$ cat src/rtl/riscv_pkg.sv
// Shared RV32I decode types: opcodes, control word, ID/EX payload and the
// combinational control/immediate decoders used by the decode stage.
package riscv_pkg;

  localparam int unsigned XLEN   = 32;
  localparam int unsigned NREGS  = 32;
  localparam int unsigned REG_AW = 5;
  localparam logic [XLEN-1:0] RST_PC = XLEN'(0);

  localparam logic [6:0] OP_LW   = 7'b0000011;
  localparam logic [6:0] OP_SW   = 7'b0100011;
  localparam logic [6:0] OP_R    = 7'b0110011;
  localparam logic [6:0] OP_IALU = 7'b0010011;
  localparam logic [6:0] OP_BEQ  = 7'b1100011;
  localparam logic [6:0] OP_JAL  = 7'b1101111;

  typedef enum logic [2:0] {
    ALU_ADD = 3'b000,
    ALU_SUB = 3'b001,
    ALU_AND = 3'b010,
    ALU_OR  = 3'b011,
    ALU_SLT = 3'b101
  } alu_ctrl_e;

  // IMM_NONE covers R-type and NOPs, which carry a zero immediate.
  typedef enum logic [2:0] {
    IMM_NONE = 3'd0,
    IMM_I    = 3'd1,
    IMM_S    = 3'd2,
    IMM_B    = 3'd3,
    IMM_J    = 3'd4
  } imm_src_e;

  typedef struct packed {
    logic      reg_write;
    logic      result_src;
    logic      mem_write;
    logic      branch;
    logic      jump;
    logic      alu_src;
    alu_ctrl_e alu_control;
    imm_src_e  imm_src;
  } ctrl_t;

  typedef struct packed {
    logic              reg_write;
    logic              result_src;
    logic              mem_write;
    logic              branch;
    logic              jump;
    logic              alu_src;
    alu_ctrl_e         alu_control;
    logic [XLEN-1:0]   rd1;
    logic [XLEN-1:0]   rd2;
    logic [XLEN-1:0]   imm_ext;
    logic [REG_AW-1:0] rs1;
    logic [REG_AW-1:0] rs2;
    logic [REG_AW-1:0] rd;
    logic [XLEN-1:0]   pc;
    logic [XLEN-1:0]   pc_plus4;
  } idex_t;

  function automatic idex_t idex_bubble();
    idex_t b;
    b          = '0;
    b.pc       = RST_PC;
    b.pc_plus4 = RST_PC;
    return b;
  endfunction

  // sub_ok is only set for R-type; addi with imm bit 10 set must still add.
  function automatic alu_ctrl_e alu_decode(input logic [2:0] funct3, input logic sub_ok,
                                           input logic funct7_b5);
    alu_ctrl_e a;
    unique case (funct3)
      3'b000:  a = (sub_ok && funct7_b5) ? ALU_SUB : ALU_ADD;
      3'b010:  a = ALU_SLT;
      3'b110:  a = ALU_OR;
      3'b111:  a = ALU_AND;
      default: a = ALU_ADD;
    endcase
    return a;
  endfunction

  function automatic ctrl_t control_decode(input logic [6:0] opcode, input logic [2:0] funct3,
                                           input logic funct7_b5);
    ctrl_t c;
    c             = '0;
    c.alu_control = ALU_ADD;
    c.imm_src     = IMM_NONE;
    unique case (opcode)
      OP_LW: begin
        c.reg_write  = 1'b1;
        c.result_src = 1'b1;
        c.alu_src    = 1'b1;
        c.imm_src    = IMM_I;
      end
      OP_SW: begin
        c.mem_write = 1'b1;
        c.alu_src   = 1'b1;
        c.imm_src   = IMM_S;
      end
      OP_R: begin
        c.reg_write   = 1'b1;
        c.alu_control = alu_decode(funct3, 1'b1, funct7_b5);
      end
      OP_IALU: begin
        c.reg_write   = 1'b1;
        c.alu_src     = 1'b1;
        c.alu_control = alu_decode(funct3, 1'b0, funct7_b5);
        c.imm_src     = IMM_I;
      end
      OP_BEQ: begin
        c.branch      = 1'b1;
        c.alu_control = ALU_SUB;
        c.imm_src     = IMM_B;
      end
      OP_JAL: begin
        c.reg_write = 1'b1;
        c.jump      = 1'b1;
        c.imm_src   = IMM_J;
      end
      default: c = c;
    endcase
    return c;
  endfunction

  function automatic logic [XLEN-1:0] imm_extend(input logic [31:7] instr_hi,
                                                 input imm_src_e src);
    logic [31:0]     i;
    logic [XLEN-1:0] imm;
    i = {instr_hi, 7'b0};
    unique case (src)
      IMM_I:   imm = {{20{i[31]}}, i[31:20]};
      IMM_S:   imm = {{20{i[31]}}, i[31:25], i[11:7]};
      IMM_B:   imm = {{19{i[31]}}, i[31], i[7], i[30:25], i[11:8], 1'b0};
      IMM_J:   imm = {{11{i[31]}}, i[31], i[19:12], i[20], i[30:21], 1'b0};
      default: imm = XLEN'(0);
    endcase
    return imm;
  endfunction

endpackage

$ cat src/rtl/reg_file_2r1w.sv
// 32x32 register file: two async read ports, one sync write port, x0 reads zero,
// and same-cycle write data forwarded onto matching read ports.
module reg_file_2r1w
  import riscv_pkg::*;
(
  input  logic              clk,
  input  logic              rst_n,
  input  logic [REG_AW-1:0] a1_i,
  input  logic [REG_AW-1:0] a2_i,
  input  logic              we_i,
  input  logic [REG_AW-1:0] a3_i,
  input  logic [XLEN-1:0]   wd_i,
  output logic [XLEN-1:0]   rd1_c,
  output logic [XLEN-1:0]   rd2_c
);

  logic [XLEN-1:0] regs_q [NREGS];
  logic            wr_en;

  assign wr_en = we_i && (a3_i != REG_AW'(0));

  always_ff @(posedge clk or negedge rst_n) begin
    if (!rst_n) begin
      for (int i = 0; i < int'(NREGS); i++) regs_q[i] <= XLEN'(0);
    end else if (wr_en) begin
      regs_q[a3_i] <= wd_i;
    end
  end

  // Write-through lets the consumer see this cycle's writeback without a bypass stage.
  always_comb begin
    rd1_c = regs_q[a1_i];
    rd2_c = regs_q[a2_i];
    if (wr_en && (a3_i == a1_i)) rd1_c = wd_i;
    if (wr_en && (a3_i == a2_i)) rd2_c = wd_i;
    if (a1_i == REG_AW'(0)) rd1_c = XLEN'(0);
    if (a2_i == REG_AW'(0)) rd2_c = XLEN'(0);
  end

endmodule

$ cat src/rtl/decode_stage.sv
// RV32I decode stage: decodes InstrD, reads the register file, extends the
// immediate and registers everything into the ID/EX pipeline register.
module decode_stage
  import riscv_pkg::*;
(
  input  logic              clk,
  input  logic              rst,
  input  logic [31:0]       InstrD,
  input  logic [XLEN-1:0]   PCD,
  input  logic [XLEN-1:0]   PCPlus4D,
  input  logic              FlushE,
  input  logic              RegWriteW,
  input  logic [REG_AW-1:0] RDW,
  input  logic [XLEN-1:0]   ResultW,
  output logic              RegWriteE,
  output logic              ResultSrcE,
  output logic              MemWriteE,
  output logic              BranchE,
  output logic              JumpE,
  output logic              ALUSrcE,
  output logic [2:0]        ALUControlE,
  output logic [XLEN-1:0]   RD1E,
  output logic [XLEN-1:0]   RD2E,
  output logic [XLEN-1:0]   ImmExtE,
  output logic [REG_AW-1:0] Rs1E,
  output logic [REG_AW-1:0] Rs2E,
  output logic [REG_AW-1:0] RdE,
  output logic [XLEN-1:0]   PCE,
  output logic [XLEN-1:0]   PCPlus4E
);

  logic [REG_AW-1:0] rs1, rs2, rd;
  logic [XLEN-1:0]   rd1_c, rd2_c;
  ctrl_t             ctrl;
  idex_t             idex_d, idex_q;

  assign rs1 = InstrD[19:15];
  assign rs2 = InstrD[24:20];
  assign rd  = InstrD[11:7];

  assign ctrl = control_decode(InstrD[6:0], InstrD[14:12], InstrD[30]);

  reg_file_2r1w u_rf (
    .clk   (clk),
    .rst_n (rst),
    .a1_i  (rs1),
    .a2_i  (rs2),
    .we_i  (RegWriteW),
    .a3_i  (RDW),
    .wd_i  (ResultW),
    .rd1_c (rd1_c),
    .rd2_c (rd2_c)
  );

  // Flush overrides capture; the regfile write above is unaffected by it.
  always_comb begin
    idex_d = idex_bubble();
    if (!FlushE) begin
      idex_d.reg_write   = ctrl.reg_write;
      idex_d.result_src  = ctrl.result_src;
      idex_d.mem_write   = ctrl.mem_write;
      idex_d.branch      = ctrl.branch;
      idex_d.jump        = ctrl.jump;
      idex_d.alu_src     = ctrl.alu_src;
      idex_d.alu_control = ctrl.alu_control;
      idex_d.rd1         = rd1_c;
      idex_d.rd2         = rd2_c;
      idex_d.imm_ext     = imm_extend(InstrD[31:7], ctrl.imm_src);
      idex_d.rs1         = rs1;
      idex_d.rs2         = rs2;
      idex_d.rd          = rd;
      idex_d.pc          = PCD;
      idex_d.pc_plus4    = PCPlus4D;
    end
  end

  always_ff @(posedge clk or negedge rst) begin
    if (!rst) idex_q <= idex_bubble();
    else      idex_q <= idex_d;
  end

  assign RegWriteE   = idex_q.reg_write;
  assign ResultSrcE  = idex_q.result_src;
  assign MemWriteE   = idex_q.mem_write;
  assign BranchE     = idex_q.branch;
  assign JumpE       = idex_q.jump;
  assign ALUSrcE     = idex_q.alu_src;
  assign ALUControlE = idex_q.alu_control;
  assign RD1E        = idex_q.rd1;
  assign RD2E        = idex_q.rd2;
  assign ImmExtE     = idex_q.imm_ext;
  assign Rs1E        = idex_q.rs1;
  assign Rs2E        = idex_q.rs2;
  assign RdE         = idex_q.rd;
  assign PCE         = idex_q.pc;
  assign PCPlus4E    = idex_q.pc_plus4;

endmodule
$ cat config.mk
export PLATFORM = sky130hd
export DESIGN_NAME = decode_stage
export DESIGN_NICKNAME = d
export VERILOG_FILES = /design/src/rtl/riscv_pkg.sv /design/src/rtl/reg_file_2r1w.sv /design/src/rtl/decode_stage.sv
export SDC_FILE = /design/constraint.sdc
export NUM_CORES = 2
export LEC_CHECK = 0
export BUFFER_PORTS_ARGS = -buffer_cell sky130_fd_sc_hd__buf_2
export CAP_MARGIN = 20
export CORE_AREA = 3 3 377 267
export DETAILED_ROUTE_END_ITERATION = 16
export DIE_AREA = 0 0 380 270
export GPL_ROUTABILITY_DRIVEN = 0
export PLACE_DENSITY = 0.8
export SETUP_SLACK_MARGIN = 0.3
export SLEW_MARGIN = 20
export SYNTH_ARGS = -nofsm -noshare
export SYNTH_HDL_FRONTEND = slang
export SYNTH_SLANG_ARGS = --single-unit
export TNS_END_PERCENT = 10
$ cat constraint.sdc
create_clock -name clk -period 2.7 [get_ports clk]
set_clock_uncertainty 0.1 [all_clocks]
set_input_delay 0.135 -clock clk [delete_from_list [all_inputs] [get_ports clk]]
set_output_delay 0.135 -clock clk [all_outputs]
set_load 0.005 [all_outputs]
Word level (Yosys, flattened, before mapping)
Index checks and enable logic that the tools add are counted.
- register bits after elaboration: 1208
- input bits: 137
- output and inout port bits: 184
- order comparisons: 4
- eq/ne operators: 15
- muxes and demuxes: 26
- bitwise logic cells: 3
- reductions and logical operators: 11
- operator list (cell ; count):
    $bwmux 1024 ; 1
    $bmux 32 s5 ; 2
    $mux 32 ; 9
    $mux 184 ; 1
    $demux 32 s5 ; 1
    $pmux 32 s4 ; 1
    $pmux 3 s4 ; 2
    $ge 6x6->1 const B ; 3
    $not 5->6 ; 3
    $pmux 3 s3 ; 2
    $eq 7x6->1 const B ; 2
    $eq 7x7->1 const B ; 2
    $eq 5x5->1 ; 2
    $logic_not 5->1 ; 2
    $eq 3x2->1 const B ; 3
    $eq 3x3->1 const B ; 3
    $eq 7x2->1 const B ; 1
    $eq 7x5->1 const B ; 1
    $mux 1 ; 7
    $lt 6x1->1 const B ; 1
    $reduce_bool 5->1 ; 1
    $logic_and 1x1->1 ; 4
    $reduce_or 4->1 ; 1
    $eq 3x1->1 const B ; 1
    other kinds (3) ; 3

Longest topological paths before layout
- word-level depth: 7
- depth in mapped cells: 11
- depth with buffers taken out: 5

Hierarchy
From an unflattened synthesis, not the netlist that was laid out.
- cell total of the unflattened synthesis: 4359
- area total of the unflattened synthesis: 61632.9 µm²
- modules (own cells, without submodules) (module ; instances ; cells an instance ; area an instance (µm²) ; sequential area each (µm²)):
    reg_file_2r1w ; 1 ; 3945 ; 55822.3 ; 25624.6
    decode_stage ; 1 ; 414 ; 5810.6 ; 4329.2

Worst setup path after synthesis
No wires, ideal clock.
- path type: input -> register
- from: input InstrD[16]
- to: register idex_q, in the netlist RD1E[14]
- library setup time: 0.126 ns
- arrival: 2.019 ns
- data required time: 2.474 ns
- path slack: 0.455 ns
- stages: 5
- path buffers: 2
- path through: buf_2 -> buf_1 -> mux4_2 -> a211o_1 -> a221o_1
- RTL lines (item ; RTL line ; RTL):
    start, declared ; decode_stage.sv:8 ; input logic [31:0] InstrD,
    end signal, assigned ; decode_stage.sv:78 ; if (!rst) idex_q <= idex_bubble();
    end signal, assigned ; decode_stage.sv:79 ; else idex_q <= idex_d;
    end, declared ; decode_stage.sv:35 ; idex_t idex_d, idex_q;

==> reports/results.ini <==
[cells_and_area]
design_area_um2=70100
final_cells=5822
nNetsFinal=4543
layout-drive-gt1-share_pct=50.7
syn2layout_area_growth_pct=16.3

[worst_setup_path]
r2r_setup_slack_ps=580
required_ps=3180
reg2reg_depth=4
endpoint_kind=register
critPathLaunchType=primary input
worst-path-max-fanout=32
crit_end=RD2E[20]
r2r-start=u_rf.regs_q[137]
r2r_end=RD2E[9]
critPathLaunch=InstrD[20]
path_class=primary input to register
arrival_ps=2910

[global_route]
first_global_vias=42358
gr-usage-all-layers_pct=37.6
grt_pass1_wl_mm=286
gr-total-overflow=0
grt_max_degree=134
grt_antenna_before_repair=8

[detailed_routing]
routed_wl_mm=193
vias=41373
via_per_inst=7.11
route.detailed.drc=0
postRouteAntennaNets=0
dr.pass1.iters=5
wl_per_cell_um=33.1
drtIter0Drc=5166

[sta]
setup_tns_ps=0
hold_viol=0
timing.slew.headroom_pct=46.8
rsz0062_at_grt=yes
min_period_ps=2430
drv_slew=0
worst_slew_pin_slew_ps=799
setup_viol=0
fin_hold_ws_ps=68.7
post-route-period-util_pct=90.0
fmax_mhz=412

[clock_network]
numCtsBuffers=115
htree_levels=3
worstSkewPairLatency_ps=730
clockBufferDepth=3
cts_setup_buffers=0
clock_sinks=1197
clk_pin_slew_ps=60
cts_root_buffer=clkbuf_16
cts_tree=done

[placement]
dpl_cell_area_um2=64400
placed_cells=5434
hpwl_mm=115
io_buffer_count=320

[floorplanning]
die_h_um=270
die_area_um2=103000
fp.coreArea_um2=97500
row_count=96
die_w_um=380
boundaryPins=321
start_util_pct=61.8

[logic_synthesis]
synth_area_leader_cell=dfrtp_1
synth_edf_count=0
synth-seq-cells=1197
syn-num-nets=4148
ys_warn_count=0
syn-instance-count=4011
yosysSeqAreaShare_pct=49.7
ys.flop_type=dfrtp_1
synth-async-reset-ratio_pct=100
yosysUniqueCellTypes=54
ys_top_cells_by_area=dfrtp_1, mux2_2, mux4_2
syn-cell-area_um2=60300
avgSynthCellArea_um2=15.0
netlist.area_leader.share_pct=49.7

[min_path]
hold_class=primary input to register
worstHoldStart=PCD[20]

[job]
cap_violations=0

[power]
p_leak_nw=31.5
ir_drop_mv=0.493
power_density_nw_per_um2=718

[outcome]
status=complete, no violations

stage by stage:
stage / utilization (%) / setup slack (ps) / total power, W
5_1_grt: 71.9 / 190 / 0.0522
3_3_place_gp: 66.0 / 171 / 0.0325
3_5_place_dp: 66.0 / 175 / 0.0330
2_1_floorplan: - / 455 / 0.0298
6_report: 71.9 / 270 / 0.0504
4_1_cts: 71.9 / 315 / 0.0501
state kept, by name (all words and copies together), names as in the netlist, 3 cells and up:
| register | flops |
|---|---|
| u_rf.regs_q | 1024 |
| PCE | 32 |
| PCPlus4E | 32 |
| RD1E | 32 |
| RD2E | 32 |
| ImmExtE | 21 |
| RdE | 5 |
| Rs1E | 5 |
| Rs2E | 5 |
| ALUControlE | 3 |
layout make-up:
cell class / instances / area, um^2
antenna: 3 / 7.51
clock buffer: 164 / 3340
tap: 1323 / 1660
inverter: 8 / 30.0
clock inverter: 43 / 567
timing repair buffer: 731 / 5960
fill: 6103 / 27400
multi-input combinational: 2353 / 28600
sequential: 1197 / 30000
critical path: stages:
cell	delay (ps)
dlygate4sd3_1	590
buf_8	240
buf_12	310
buf_4	310
mux4_2	520
a221oi_1	310
a21oi_1	80
a311oi_1	230
a21oi_1	130
cell usage in the layout, fill, tap and decap left out, types with 7 or more instances in the layout:
master         instances
nor2_1                37
mux2i_1              176
a221o_1               26
clkinv_2              24
a221oi_1              19
mux4_2               476
nand2_2               13
bufinv_16             13
buf_4                176
nand3_1               12
o22ai_1               41
nand2b_1               7
and2_1                11
clkbuf_1              23
a22o_1                28
a21oi_1               66
nor3b_1                7
a211oi_1              49
nor3_1                32
nand2_1               15
a211o_1               32
dlygate4sd3_1        177
dfrtp_1             1197
clkbuf_8              24
mux2_2              1018
o21ai_0               23
inv_1                  8
buf_2                311
a22oi_1               33
nor2_4                17
buf_12                60
and3_1                 7
clkbuf_16            117
nor2b_1              139
layer usage:
| metal | wire (um) | part of all wire (%) | GRT usage (%) |
|---|---|---|---|
| met2 | 86100 | 45 | 54.5 |
| met5 | 58 | 0.030 | 0 |
| met3 | 22900 | 12 | 12.1 |
| met1 | 73800 | 38 | 52.5 |
| met4 | 10200 | 5.3 | 17.0 |
worst min path at each step:
stage | endpoint | slack [ps] | depth (start not counted)
3_5_place_dp | PCE[26] | -20 | 1
6_report | PCE[20] | 70 | 3
4_1_cts | RD2E[26] | 40 | 5
2_1_floorplan | ALUControlE[0] | -260 | 0
5_1_grt | PCPlus4E[10] | 60 | 3
3_3_place_gp | u_rf.regs_q[277] | -20 | 1
cells in the mapped netlist, types with 5 or more instances:
| cell type | number |
|---|---|
| dfrtp_1 | 1197 |
| mux2_2 | 1018 |
| mux4_2 | 476 |
| clkbuf_1 | 281 |
| mux2i_1 | 176 |
| nor2b_1 | 141 |
| buf_1 | 75 |
| a21oi_1 | 67 |
| buf_2 | 61 |
| nor2_1 | 55 |
| a211oi_1 | 49 |
| o22ai_1 | 41 |
| a22oi_1 | 33 |
| a211o_1 | 32 |
| nor3_1 | 32 |
| nand2_1 | 31 |
| buf_4 | 29 |
| a22o_1 | 28 |
| a221o_1 | 26 |
| o21ai_0 | 23 |
| a221oi_1 | 19 |
| nand3_1 | 12 |
| and2_1 | 10 |
| inv_1 | 8 |
| nand2b_1 | 8 |
| a2111oi_0 | 7 |
| and3_1 | 7 |
| buf_6 | 7 |
| nor3b_1 | 7 |
| xnor2_1 | 6 |
| o221ai_1 | 5 |
what timing repair did:
action                                   CTS  global route
hold buffers                             178             0
endpoints found under the hold margin   2304             0
endpoints found under the setup margin     0            47
gates resized for setup                    0             2
where the power goes:
part	switching [W]	internal (W)	leakage (nW)
clock	0.00720	0.00981	1.94
sequential	0.00255	0.0210	15.4
combinational	0.00386	0.00592	14.1
cell families (layout without fill, tap and decap cells):
kind of cell	Yosys count	after routing	synth area share, %
muxes	1670	1670	39.7
DFF	1197	1197	49.7
buffers and inverters	461	946	3.27
AOI/OAI and AO/OA	351	351	4.21
and+or+nand+nor	322	322	2.94
xor gates and xnor gates	10	10	0.145
other	0	3	0
(Power assumes the default switching activity.)
